--- src/rtl/cnn_out_dma_pkg.sv ---
`default_nettype none
// ============================================================================
// cnn_out_dma_pkg : AHB-lite encodings and FSM states for the CNN output DMA
// Revision        : 1.0
// ============================================================================
package cnn_out_dma_pkg;

  localparam logic [1:0] HTRANS_IDLE   = 2'b00;
  localparam logic [1:0] HTRANS_BUSY   = 2'b01;
  localparam logic [1:0] HTRANS_NONSEQ = 2'b10;
  localparam logic [1:0] HTRANS_SEQ    = 2'b11;

  localparam logic [2:0] HBURST_SINGLE = 3'b000;
  localparam logic [2:0] HBURST_INCR4  = 3'b011;

  localparam logic [2:0] HSIZE_WORD    = 3'b010;

  localparam logic [1:0] HRESP_OKAY    = 2'b00;
  localparam logic [1:0] HRESP_ERROR   = 2'b01;

  typedef enum logic [2:0] {
    ST_IDLE = 3'd0,
    ST_ARB  = 3'd1,
    ST_ADDR = 3'd2,
    ST_DATA = 3'd3,
    ST_ERR  = 3'd4,
    ST_DONE = 3'd5
  } state_t;

endpackage
`default_nettype wire

--- src/rtl/sync_fifo.sv ---
`default_nettype none
// ============================================================================
// sync_fifo : single-clock staging FIFO with occupancy count and flush
// Revision  : 1.0
// ============================================================================
module sync_fifo #(
  parameter int W_DATA     = 32,
  parameter int FIFO_DEPTH = 8
) (
  input  logic                        clk,
  input  logic                        rst,
  input  logic                        flush,
  input  logic                        push,
  input  logic [W_DATA-1:0]           wr_data,
  input  logic                        pop,
  output logic [W_DATA-1:0]           rd_data,
  output logic [$clog2(FIFO_DEPTH):0] count
);

  localparam int W_PTR = $clog2(FIFO_DEPTH);

  logic [W_DATA-1:0] mem [FIFO_DEPTH];
  logic [W_PTR-1:0]  wr_ptr;
  logic [W_PTR-1:0]  rd_ptr;
  logic              do_push;
  logic              do_pop;

  assign do_push = push && (count < (W_PTR+1)'(FIFO_DEPTH));
  assign do_pop  = pop && (count != '0);
  assign rd_data = mem[rd_ptr];

  always_ff @(posedge clk) begin
    if (do_push) begin
      mem[wr_ptr] <= wr_data;
    end
  end

  // Power-of-two depth lets the pointers wrap by natural overflow.
  always_ff @(posedge clk) begin
    if (rst || flush) begin
      wr_ptr <= '0;
      rd_ptr <= '0;
      count  <= '0;
    end else begin
      if (do_push) wr_ptr <= wr_ptr + W_PTR'(1);
      if (do_pop)  rd_ptr <= rd_ptr + W_PTR'(1);
      case ({do_push, do_pop})
        2'b10:   count <= count + (W_PTR+1)'(1);
        2'b01:   count <= count - (W_PTR+1)'(1);
        default: count <= count;
      endcase
    end
  end

endmodule
`default_nettype wire

--- src/rtl/cnn_out_dma.sv ---
`default_nettype none
// ============================================================================
// cnn_out_dma : write-only AHB-lite master draining CNN result words to memory
// Revision    : 1.0
// ============================================================================
module cnn_out_dma
  import cnn_out_dma_pkg::*;
#(
  parameter int W_ADDR     = 32,
  parameter int W_DATA     = 32,
  parameter int FIFO_DEPTH = 8,
  parameter int W_CNT      = 16
) (
  input  logic              HCLK,
  input  logic              HRESET,
  input  logic              i_start,
  input  logic [W_ADDR-1:0] i_base_addr,
  input  logic [W_CNT-1:0]  i_num_words,
  input  logic              i_valid,
  input  logic [W_DATA-1:0] i_data,
  output logic              o_ready,
  input  logic              HREADY,
  input  logic [1:0]        HRESP,
  input  logic [W_DATA-1:0] HRDATA,
  output logic [1:0]        out_HTRANS,
  output logic [2:0]        out_HBURST,
  output logic [2:0]        out_HSIZE,
  output logic [W_ADDR-1:0] out_HADDR,
  output logic              out_HWRITE,
  output logic [W_DATA-1:0] out_HWDATA,
  output logic              o_busy,
  output logic              o_done,
  output logic              o_err
);

  localparam int W_FCNT = $clog2(FIFO_DEPTH) + 1;

  state_t            state;
  state_t            next_state;
  logic [W_ADDR-1:0] addr;
  logic [W_CNT-1:0]  remaining;
  logic [1:0]        beats;
  logic [2:0]        burst;
  logic              err;
  logic [1:0]        trans;
  logic              arb_go;
  logic              arb_incr4;
  logic              burst_ok;
  logic              push;
  logic              pop;
  logic              flush;
  logic [W_FCNT-1:0] fifo_count;
  logic [W_DATA-1:0] fifo_head;
  logic              unused_ok;

  assign unused_ok = ^HRDATA;

  assign o_busy   = (state != ST_IDLE);
  assign o_ready  = o_busy && (fifo_count < W_FCNT'(FIFO_DEPTH));
  assign push     = i_valid && o_ready;
  assign burst_ok = (addr[3:2] == 2'b00) && (remaining >= W_CNT'(4));

  sync_fifo #(
    .W_DATA     (W_DATA),
    .FIFO_DEPTH (FIFO_DEPTH)
  ) u_fifo (
    .clk     (HCLK),
    .rst     (HRESET),
    .flush   (flush),
    .push    (push),
    .wr_data (i_data),
    .pop     (pop),
    .rd_data (fifo_head),
    .count   (fifo_count)
  );

  always_ff @(posedge HCLK) begin
    if (HRESET) state <= ST_IDLE;
    else        state <= next_state;
  end

  always_comb begin
    next_state = state;
    trans      = HTRANS_IDLE;
    pop        = 1'b0;
    flush      = 1'b0;
    arb_go     = 1'b0;
    arb_incr4  = 1'b0;
    case (state)
      ST_IDLE: begin
        if (i_start) next_state = (i_num_words == '0) ? ST_DONE : ST_ARB;
      end
      ST_ARB: begin
        // An eligible INCR4 waits for all four beats so no BUSY is ever needed.
        if (burst_ok) begin
          if (fifo_count >= W_FCNT'(4)) begin
            arb_go    = 1'b1;
            arb_incr4 = 1'b1;
          end
        end else if (fifo_count != '0) begin
          arb_go = 1'b1;
        end
        if (arb_go) next_state = ST_ADDR;
      end
      ST_ADDR: begin
        trans = HTRANS_NONSEQ;
        if (HREADY) next_state = ST_DATA;
      end
      ST_DATA: begin
        if (beats != 2'd0) trans = HTRANS_SEQ;
        if ((HRESP == HRESP_ERROR) && !HREADY) begin
          trans      = HTRANS_IDLE;
          next_state = ST_ERR;
        end else if (HREADY) begin
          pop = 1'b1;
          if (beats == 2'd0) begin
            next_state = (remaining > W_CNT'(1)) ? ST_ARB : ST_DONE;
          end
        end
      end
      ST_ERR:  next_state = ST_DONE;
      ST_DONE: begin
        flush      = 1'b1;
        next_state = ST_IDLE;
      end
      default: next_state = ST_IDLE;
    endcase
  end

  // beats counts address phases still to be issued after the current one.
  always_ff @(posedge HCLK) begin
    if (HRESET) begin
      addr      <= '0;
      remaining <= '0;
      beats     <= 2'd0;
      burst     <= HBURST_SINGLE;
      err       <= 1'b0;
    end else begin
      case (state)
        ST_IDLE: begin
          if (i_start) begin
            addr      <= {i_base_addr[W_ADDR-1:2], 2'b00};
            remaining <= i_num_words;
            err       <= 1'b0;
          end
        end
        ST_ARB: begin
          if (arb_go) begin
            burst <= arb_incr4 ? HBURST_INCR4 : HBURST_SINGLE;
            beats <= arb_incr4 ? 2'd3 : 2'd0;
          end
        end
        ST_ADDR: begin
          if (HREADY) addr <= addr + W_ADDR'(4);
        end
        ST_DATA: begin
          if (HREADY && (beats != 2'd0)) begin
            addr  <= addr + W_ADDR'(4);
            beats <= beats - 2'd1;
          end
          if (pop && (remaining != '0)) remaining <= remaining - W_CNT'(1);
        end
        ST_ERR:  err <= 1'b1;
        default: ;
      endcase
    end
  end

  assign out_HTRANS = trans;
  assign out_HBURST = burst;
  assign out_HSIZE  = HSIZE_WORD;
  assign out_HADDR  = addr;
  assign out_HWRITE = 1'b1;
  assign out_HWDATA = (state == ST_DATA) ? fifo_head : '0;
  assign o_done     = (state == ST_DONE);
  assign o_err      = err;

endmodule
`default_nettype wire
--- config.mk ---
export PLATFORM = sky130hd
export DESIGN_NAME = cnn_out_dma
export DESIGN_NICKNAME = d
export VERILOG_FILES = /design/src/rtl/cnn_out_dma_pkg.sv /design/src/rtl/sync_fifo.sv /design/src/rtl/cnn_out_dma.sv
export SDC_FILE = /design/constraint.sdc
export NUM_CORES = 1
export LEC_CHECK = 0
export ABC_CLOCK_PERIOD_IN_PS = 7800
export CORE_MARGIN = 5
export CORE_UTILIZATION = 55
export DETAILED_ROUTE_END_ITERATION = 12
export PLACE_DENSITY = 0.78
export RECOVER_POWER = 25
export SETUP_SLACK_MARGIN = 0.1
export SLEW_MARGIN = 20
export SYNTH_ARGS = -nofsm -noshare
export SYNTH_HDL_FRONTEND = slang
export SYNTH_HIERARCHICAL = 1
export SYNTH_SLANG_ARGS = --single-unit
--- constraint.sdc ---
create_clock -name HCLK -period 7.8 [get_ports HCLK]
set_clock_uncertainty 0.2 [all_clocks]
set_input_delay 1.17 -clock HCLK [delete_from_list [all_inputs] [get_ports HCLK]]
set_output_delay 1.17 -clock HCLK [all_outputs]
set_load 0.01 [all_outputs]
; ---- Yosys cells after proc, flatten, opt, wreduce, memory -nomap -nowiden
; Memory sizes are Yosys's and may differ from the RTL's. A register that Yosys moved wholly into a read port is not among the register bits.
; Cells that the tools add are included.
[word_totals]
memories = 1
reg_bits = 67
ramBits = 256
word_cells = 109
out_inout_bits = 77
[classes]
eq_ne = 16
muxes = 43
n_reduce_logical = 29
n_addsub = 7
magnitude_cmp = 4
[memory_table]
columns = name, depth, word_bits, read_ports, rd_clocked_by_memory_dff, write_ports, line
row1 = u_fifo.mem, 8, 32, 1, 1, 1, sync_fifo.sv:22  ; logic [W_DATA-1:0] mem [FIFO_DEPTH];
[ops]
columns = op, count
row1 = $mux W32, 4
row2 = $pmux W32 S3, 1
row3 = $add A32 B3 Y32 const B, 1
row4 = $mux W16, 2
row5 = $pmux W16 S2, 1
row6 = $mux W3, 10
row7 = $ge A16 B3 Y1 const B, 1
row8 = $gt A16 B1 Y1 const B, 1
row9 = $logic_not A16 Y1, 1
row10 = $reduce_bool A16 Y1, 1
row11 = $sub A16 B1 Y16 const B, 1
row12 = $pmux W3 S5, 1
row13 = $mux W1, 14
row14 = $mux W2, 6
row15 = $ne A2 B2 Y1 const B, 6
row16 = $reduce_bool A2 Y1, 5
row17 = $logic_and A1 B1 Y1, 8
row18 = $pmux W2 S2, 2
row19 = $pmux W4 S2, 1
row20 = $add A3 B1 Y3 const B, 2
row21 = $eq A3 B2 Y1 const B, 2
row22 = $eq A3 B3 Y1 const B, 2
row23 = $ne A3 B3 Y1 const B, 2
row24 = $reduce_and A3 Y1, 2
row25 = 18 further kinds, 22

; ---- Depth between registers and ports, before layout
; Gate-level depths: netlist (run 1).
[logic_depth]
word_depth = 7
depth_mapped = 14
ltp_nobuf = 13

; ---- Hierarchy
; Netlist (run 1), hierarchy kept.
[modules_own_cells]
columns = mod, seq_area_each_um2, area_per_inst_um2, cells_per_inst, n_inst
row1 = sync_fifo, 7947.6, 10348.7, 442, 1
row2 = cnn_out_dma, 1061.0, 3749.8, 519, 1

; ---- Worst setup path after synthesis (run 1)
; Ideal clock, no wire load.
[synth_timing]
kind = in2reg
startpoint = input port i_valid
endpoint = memory u_fifo.mem[0][0] (enable)
setup_slack_ns = 3.255
stages = 4
t_arrival_ns = 3.884
required_time_ns = 7.139
path_buffers = 0
cell_sequence = and2_1 -> nor2b_1 -> nand2b_1 -> nor3_1
[synth_between]
elab_chain_cells = 4
[synth_lines]
columns = item, line
row1 = start: declaration, cnn_out_dma.sv:19  ; input logic i_valid,
row2 = $logic_and A1 B1 Y1, cnn_out_dma.sv:60  ; assign push = i_valid && o_ready;
row3 = $logic_and A1 B1 Y1, sync_fifo.sv:28  ; assign do_push = push && (count < (W_PTR+1)'(FIFO_DEPTH));
row4 = $mux W1, sync_fifo.sv:33  ; if (do_push) begin
row5 = $mux W1 (implied by the code), sync_fifo.sv:34  ; mem[wr_ptr] <= wr_data;
row6 = end: declaration, sync_fifo.sv:22
; No other way between the ends.

==> flow_metrics.env, run 1 <==
export IMPL_ys_ff_latch=322
export IMPL_fillerInstances=1675
export IMPL_tritoncts_clock_tree="yes"
export IMPL_gp_congestion=0.816
export IMPL_yosys_mux_area_fraction_pct=14.2
export IMPL_firstDrtPassIters=6
export IMPL_cts_sink_count=322
export IMPL_hp_start="remaining[7]$_SDFFE_PP0P_"
export IMPL_net_switching_power_uw=821
export IMPL_starting_utilization_of_the_core_area_pct=56.0
export IMPL_switching_share_pct=21.4
export IMPL_combinational_family_with_the_most_area_after_synthesis="multiplexers"
export IMPL_clockPowerShare_pct=42.8
export IMPL_result_of_the_run="finished clean"
export IMPL_synthToLayoutAreaGrowth_pct=20.9
export IMPL_slew_limit_headroom_pct=34.2
export IMPL_synth_adder_area_share_pct=0.976
export IMPL_cap_viol_max_count=0
export IMPL_setup_viol_count_final=0
export IMPL_final_hold_viols=0
export IMPL_io_pin_count=196
export IMPL_transition_at_the_pin_with_the_smallest_max_transition_slack_ns=0.987
export IMPL_placementRows=58
export IMPL_cts_root_buffer="clkbuf_16"
export IMPL_post_cts_repair_resize_count=0
export IMPL_ir_drop_uv=215
export IMPL_fin_crit_sh_pct=62.4
export IMPL_synth_area_in_compound_gates_pct=8.06
export IMPL_xor_xnor_share_of_the_synthesized_area_pct=0.373
export IMPL_die_x_um=170
export IMPL_maximum_number_of_pins_on_one_net_before_global_route_repair=56
export IMPL_synth_async_sr_flop_share_pct=0
export IMPL_dr_wl_met3_um=2150
export IMPL_final_max_slew_viol_count=0
export IMPL_crit_path_end_kind="output port"
export IMPL_via_density_per_instance=6.07
export IMPL_ys_seq_area_share_pct=63.9
export IMPL_grtUsageTotal_pct=21.3
export IMPL_globalRouteOverflowTotal=0
export IMPL_power_leakage_nw=5.53
export IMPL_detailroute_via_count=8865
export IMPL_crit_reg2reg_launch="state[0]$_SDFFE_PP0P_"
export IMPL_pwr_share_comb_pct=7.0
export IMPL_post_cts_buffers=0
export IMPL_timing_worst_setup_path_type="reg2out"
export IMPL_first_global_vias=8753
export IMPL_holdBufCountCts=0
export IMPL_grt_first_pass_wirelength_um=48800
export IMPL_cts_root_to_sink_buffers=3
export IMPL_m1WireLength_um=12900
export IMPL_drt_antenna_violating_nets=0
export IMPL_yosysUniqueCellTypes=68
export IMPL_hpwl_um=18200
export IMPL_cts_max_level=1
export IMPL_synth_enable_flop_cells=256
export IMPL_antenna_found_initial=5
export IMPL_p_seq_share_pct=50.2
export IMPL_route_met2_wl_um=15600
export IMPL_timing_setup_tns_ns=0
export IMPL_postRouteWirelength_um=31300
export IMPL_critPathRequiredTime_ns=6.43
export IMPL_power_per_cell_area_nw_per_um2=225
export IMPL_dr_max_layer_used="met5"
export IMPL_crit_path_max_fanout=44
export IMPL_min_path_type="reg2reg"
export IMPL_synthesis_area_sq_um=14100
export IMPL_cp_arrival_ns=3.50
export IMPL_clkLatencyLatePin_ns=0.58
export IMPL_critical_path_startpoint_type="flip-flop"
export IMPL_die_area_sq_um=28900
export IMPL_die_height_um=170
export IMPL_clk_pin_slew_worst_paths_ns=0.07
export IMPL_rsz0062_at_grt="no"
export IMPL_post_route_cells_drive_above_1_share_pct=14.2
export IMPL_detail_route_iter0_violations=906
export IMPL_post_synthesis_area_per_instance_sq_um=14.7
export IMPL_port_buffers=154
export IMPL_dr_drc_count=0
export IMPL_p_int_mw=3.01
export IMPL_synth_simple_gate_area_share_pct=9.60
export IMPL_cts_buffers=31
export IMPL_syn_inst=961
export IMPL_final_net_count=1234
export IMPL_synth_warning_count=6
export IMPL_routed_wire_length_per_instance_um=21.4
export IMPL_core_sq_um=25200
export IMPL_post_layout_total_power_mw=3.83
export IMPL_maxClockFrequency_mhz=206
export IMPL_final_period_demand_of_the_worst_path_ns=4.87
export IMPL_postSynth_topFlopCell="edfxtp_1"
-- metal layers --
metal | vias up | GRT usage (%)
met1 | 4417 | 29.1
met4 | 8 | 5.00
met2 | 325 | 36.1
met5 | - | 0
li1 | 4061 | -
met3 | 54 | 3.88
-- final timing paths --
check                           endpoint  slack, ns  cells past startpoint
max                        out_HWDATA[8]       2.93                      5
min            remaining[7]$_SDFFE_PP0P_       0.28                      2
max reg2reg  u_fifo/mem[1][31]$_DFFE_PP_       4.21                      8
min reg2reg    remaining[7]$_SDFFE_PP0P_       0.28                      2
-- final cells by class --
cell class / count / area [sq um] / share of cell area, %
clock buffer: 36 / 795 / 4.66
timing repair buffer: 169 / 1650 / 9.71
tap: 330 / 413 / 2.42
inverter: 16 / 60.1 / 0.352
antenna: 1 / 2.50 / 0.0147
clock inverter: 22 / 333 / 1.95
sequential: 322 / 9010 / 52.9
multi-input combinational: 564 / 4770 / 28.0
-- kinds of logic after synthesis --
group,after synthesis
buf+inv,80
compound gates,176
other cells,2
fa+ha+maj,11
xor+xnor,6
simple gates,259
flops,322
mux,105
-- metrics by stage --
step / instances / hold WS [ns] / cell area, sq um / utilization, % / setup slack [ns]
after floorplan: 966 / 0.255 / 14100 / - / 3.25
after CTS: 1459 / 0.281 / 17000 / 67.7 / 2.85
after global placement: 1401 / 0.267 / 15900 / 63.2 / 3.39
final: 1460 / 0.279 / 17000 / 67.7 / 2.93
after detailed placement: 1401 / 0.271 / 15900 / 63.2 / 3.39
after global routing: 1460 / 0.312 / 17000 / 67.7 / 2.71
-- cells in the final DEF (no fill, tap or decap), types with 5 or more instances in the layout --
cell type	count
edfxtp_1	256
clkdlybuf4s50_1	133
dfxtp_1	64
nand2_1	62
a21oi_1	50
nor2_1	49
mux4_2	36
and2_1	35
mux2_2	35
clkbuf_16	31
mux4_1	28
o21ai_0	27
nand3_1	23
dlygate4sd3_1	21
inv_1	16
a211oi_1	15
buf_4	15
o21ai_1	14
nor3_1	13
ha_1	11
nor4_1	10
a21o_1	10
o22ai_1	9
and3_1	9
nand4_1	8
a31oi_1	8
bufinv_16	8
nand2b_1	7
conb_1	7
mux2i_1	6
nor2_4	6
a32o_1	5
o31ai_1	5
clkbuf_1	5
xor2_1	5
-- state kept, by name, summed over array words and instances, names as in the netlist, 2 cells and up, named ones only --
| register | cells |
|---|---|
| u_fifo/mem | 256 |
| out_HADDR | 30 |
| remaining | 16 |
| u_fifo/count | 4 |
| state | 3 |
| u_fifo/rd_ptr | 3 |
| u_fifo/wr_ptr | 3 |
| beats | 2 |
-- worst max-delay path, cell delays in order, from the launching register on --
cell,delay (ns)
dfxtp_4,0.61
buf_4,0.70
mux4_1,0.66
mux2_2,0.30
and2_1,0.14
clkdlybuf4s50_1,0.47
-- synthesized netlist by cell type, drive strengths merged (6+ instances only) --
library cell | number | share of area (%)
a21o | 10 | 0.53
o22ai | 10 | 0.49
a31oi | 8 | 0.36
mux2 | 35 | 2.8
o21ai | 41 | 1.5
mux4 | 64 | 11
nor4 | 13 | 0.77
nand2b | 8 | 0.36
nand2 | 62 | 1.7
mux2i | 6 | 0.43
buf | 31 | 1.5
a21oi | 50 | 1.8
nor2 | 55 | 1.5
edfxtp | 256 | 55
clkbuf | 33 | 0.88
inv | 16 | 0.43
nor3 | 16 | 0.60
a211oi | 15 | 0.80
nand4 | 8 | 0.36
ha | 11 | 0.98
and3 | 9 | 0.40
nand3 | 24 | 0.89
dfxtp | 66 | 9.4
and2 | 35 | 1.6
-- power groups by stage --
| stage | clock [mW] | sequential [mW] | combinational (mW) |
|---|---|---|---|
| after floorplan | 0 | 1.96 | 0.140 |
| after global placement | 0 | 1.96 | 0.262 |
| after detailed placement | 0 | 1.96 | 0.268 |
| after CTS | 1.66 | 1.92 | 0.270 |
| after global routing | 1.73 | 1.93 | 0.293 |
| final | 1.64 | 1.93 | 0.268 |
Power figures use the tool's default switching activity.
==> inputs of run 2 (changes only) <==
--- a/config.mk
+++ b/config.mk
@@ -5,7 +5,7 @@
 export SDC_FILE = /design/constraint.sdc
 export NUM_CORES = 1
 export LEC_CHECK = 0
-export ABC_CLOCK_PERIOD_IN_PS = 7800
+export ABC_CLOCK_PERIOD_IN_PS = 4600
 export CORE_MARGIN = 5
 export CORE_UTILIZATION = 55
 export DETAILED_ROUTE_END_ITERATION = 12
==> constraint.sdc (replaced) <==
create_clock -name HCLK -period 4.6 [get_ports HCLK]
set_clock_uncertainty 0.2 [all_clocks]
set_input_delay 0.69 -clock HCLK [delete_from_list [all_inputs] [get_ports HCLK]]
set_output_delay 0.69 -clock HCLK [all_outputs]
set_load 0.01 [all_outputs]
==> run 2 against run 1 <==
Utilization up 0.47 points. Sequential power up 69%. Die area is the same. Wire length is 1.3% higher.
==> flow_metrics.env, run 2 (same netlist as run 1, synthesis figures left out) <==
export IMPL_result_of_the_run="finished clean"
export IMPL_final_hold_viols=0
export IMPL_layout_commonest_cell="edfxtp_1"
export IMPL_final_net_count=1242
export IMPL_cp_arrival_ns=3.18
export IMPL_maximum_number_of_pins_on_one_net_before_global_route_repair=55
export IMPL_hpwl_um=19000
export IMPL_grtUsageTotal_pct=21.6
export IMPL_cts_max_level=2
export IMPL_post_route_cells_drive_above_1_share_pct=14.2
export IMPL_largest_register="u_fifo/mem"
export IMPL_clkLatencyLatePin_ns=0.51
export IMPL_die_area_sq_um=28900
export IMPL_via_density_per_instance=6.18
export IMPL_first_global_vias=8800
export IMPL_detailroute_via_count=9069
export IMPL_critPathRequiredTime_ns=3.71
export IMPL_cts_root_to_sink_buffers=3
export IMPL_core_sq_um=25200
export IMPL_final_cell_count_no_fill=1467
export IMPL_cts_root_buffer="clkbuf_16"
export IMPL_crit_path_end_kind="output port"
export IMPL_cap_viol_max_count=0
export IMPL_port_buffers=154
export IMPL_final_period_demand_of_the_worst_path_ns=4.07
export IMPL_fin_crit_sh_pct=88.5
export IMPL_grt_first_pass_wirelength_um=49300
export IMPL_cts_buffers=34
export IMPL_cts_sink_count=322
export IMPL_flip_flop_count_of_the_largest_register_all_copies_and_words_added=256
export IMPL_tritoncts_clock_tree="yes"
export IMPL_maxClockFrequency_mhz=246
export IMPL_antenna_diode_count=0
export IMPL_timing_worst_setup_path_type="reg2out"
export IMPL_power_per_cell_area_nw_per_um2=376
export IMPL_detail_route_iter0_violations=898
export IMPL_most_used_cells_in_the_layout_excluding_fill_and_tap_cells="edfxtp_1, clkdlybuf4s50_1, dfxtp_1, nand2_1, a21oi_1"
export IMPL_ir_drop_uv=325
export IMPL_io_pin_count=196
export IMPL_final_max_slew_viol_count=0
export IMPL_firstDrtPassIters=5
export IMPL_postRouteWirelength_um=31700
export IMPL_timing_setup_tns_ns=0
export IMPL_die_x_um=170
export IMPL_routed_wire_length_per_instance_um=21.6
export IMPL_rsz0062_at_grt="no"
export IMPL_drt_antenna_violating_nets=0
export IMPL_instance_count_after_placement_with_tap_cells_included=1406
export IMPL_clk_pin_slew_worst_paths_ns=0.06
export IMPL_transition_at_the_pin_with_the_smallest_max_transition_slack_ns=0.974
export IMPL_starting_utilization_of_the_core_area_pct=56.0
export IMPL_power_leakage_nw=5.57
export IMPL_holdBufCountCts=0
export IMPL_die_height_um=170
export IMPL_setup_viol_count_final=0
export IMPL_post_cts_repair_resize_count=0
export IMPL_slew_limit_headroom_pct=34.9
export IMPL_min_path_type="reg2reg"
export IMPL_placementRows=58
export IMPL_antenna_found_initial=3
export IMPL_crit_path_max_fanout=27
export IMPL_critical_path_startpoint_type="flip-flop"
export IMPL_gp_congestion=0.828
export IMPL_post_cts_buffers=0
export IMPL_synthToLayoutAreaGrowth_pct=21.7
export IMPL_dr_drc_count=0
export IMPL_globalRouteOverflowTotal=0
-- run 2: area by class of cell --
class	instances	area, sq um
inverter	16	60.1
timing repair buffer	174	1790
tap	330	413
sequential	322	9010
clock buffer	45	912
multi-input combinational	564	4770
clock inverter	16	200
fill	1690	8020
-- run 2: path summary, 6_finish.rpt --
check,start,endpoint,slack [ns],cells after the start
worst min register to register,remaining[7]$_SDFFE_PP0P_,remaining[7]$_SDFFE_PP0P_,0.29,2
worst min-delay path,remaining[7]$_SDFFE_PP0P_,remaining[7]$_SDFFE_PP0P_,0.29,2
worst max-delay path,state[1]$_SDFFE_PP0P_,out_HWDATA[14],0.53,4
worst max register to register,state[1]$_SDFFE_PP0P_,u_fifo/count[2]$_SDFFE_PP0P_,1.06,10
-- run 2: routing by layer --
metal / GRT usage [%] / wire (um)
met1: 29.7 / 12800
met2: 36.6 / 15700
met3: 3.83 / 2510
met4: 4.83 / 605
met5: 0 / 29
-- run 2: metrics by stage --
stage	setup WS [ns]	hold slack (ns)	util (%)	total power, mW	area [sq um]
6_report	0.527	0.293	68.1	6.45	17200
4_1_cts	0.527	0.290	68.1	6.50	17200
5_1_grt	0.394	0.308	68.1	6.68	17200
3_5_place_dp	1.10	0.273	63.7	3.78	16000
3_3_place_gp	1.12	0.269	63.7	3.77	16000
2_1_floorplan	0.308	0.255	-	3.56	14100
-- run 2: critical path, stage by stage (launching register included) --
cell	delay [ns]
dfxtp_1	0.69
and3b_2	0.75
buf_4	0.44
and2_1	0.23
clkdlybuf4s50_1	0.55
-- run 2: report_power, final --
group	internal, mW	total (mW)	leakage (nW)	switching, mW
logic	0.216	0.457	2.19	0.240
clock network	1.63	2.73	0.536	1.10
registers	3.20	3.26	2.85	0.0611
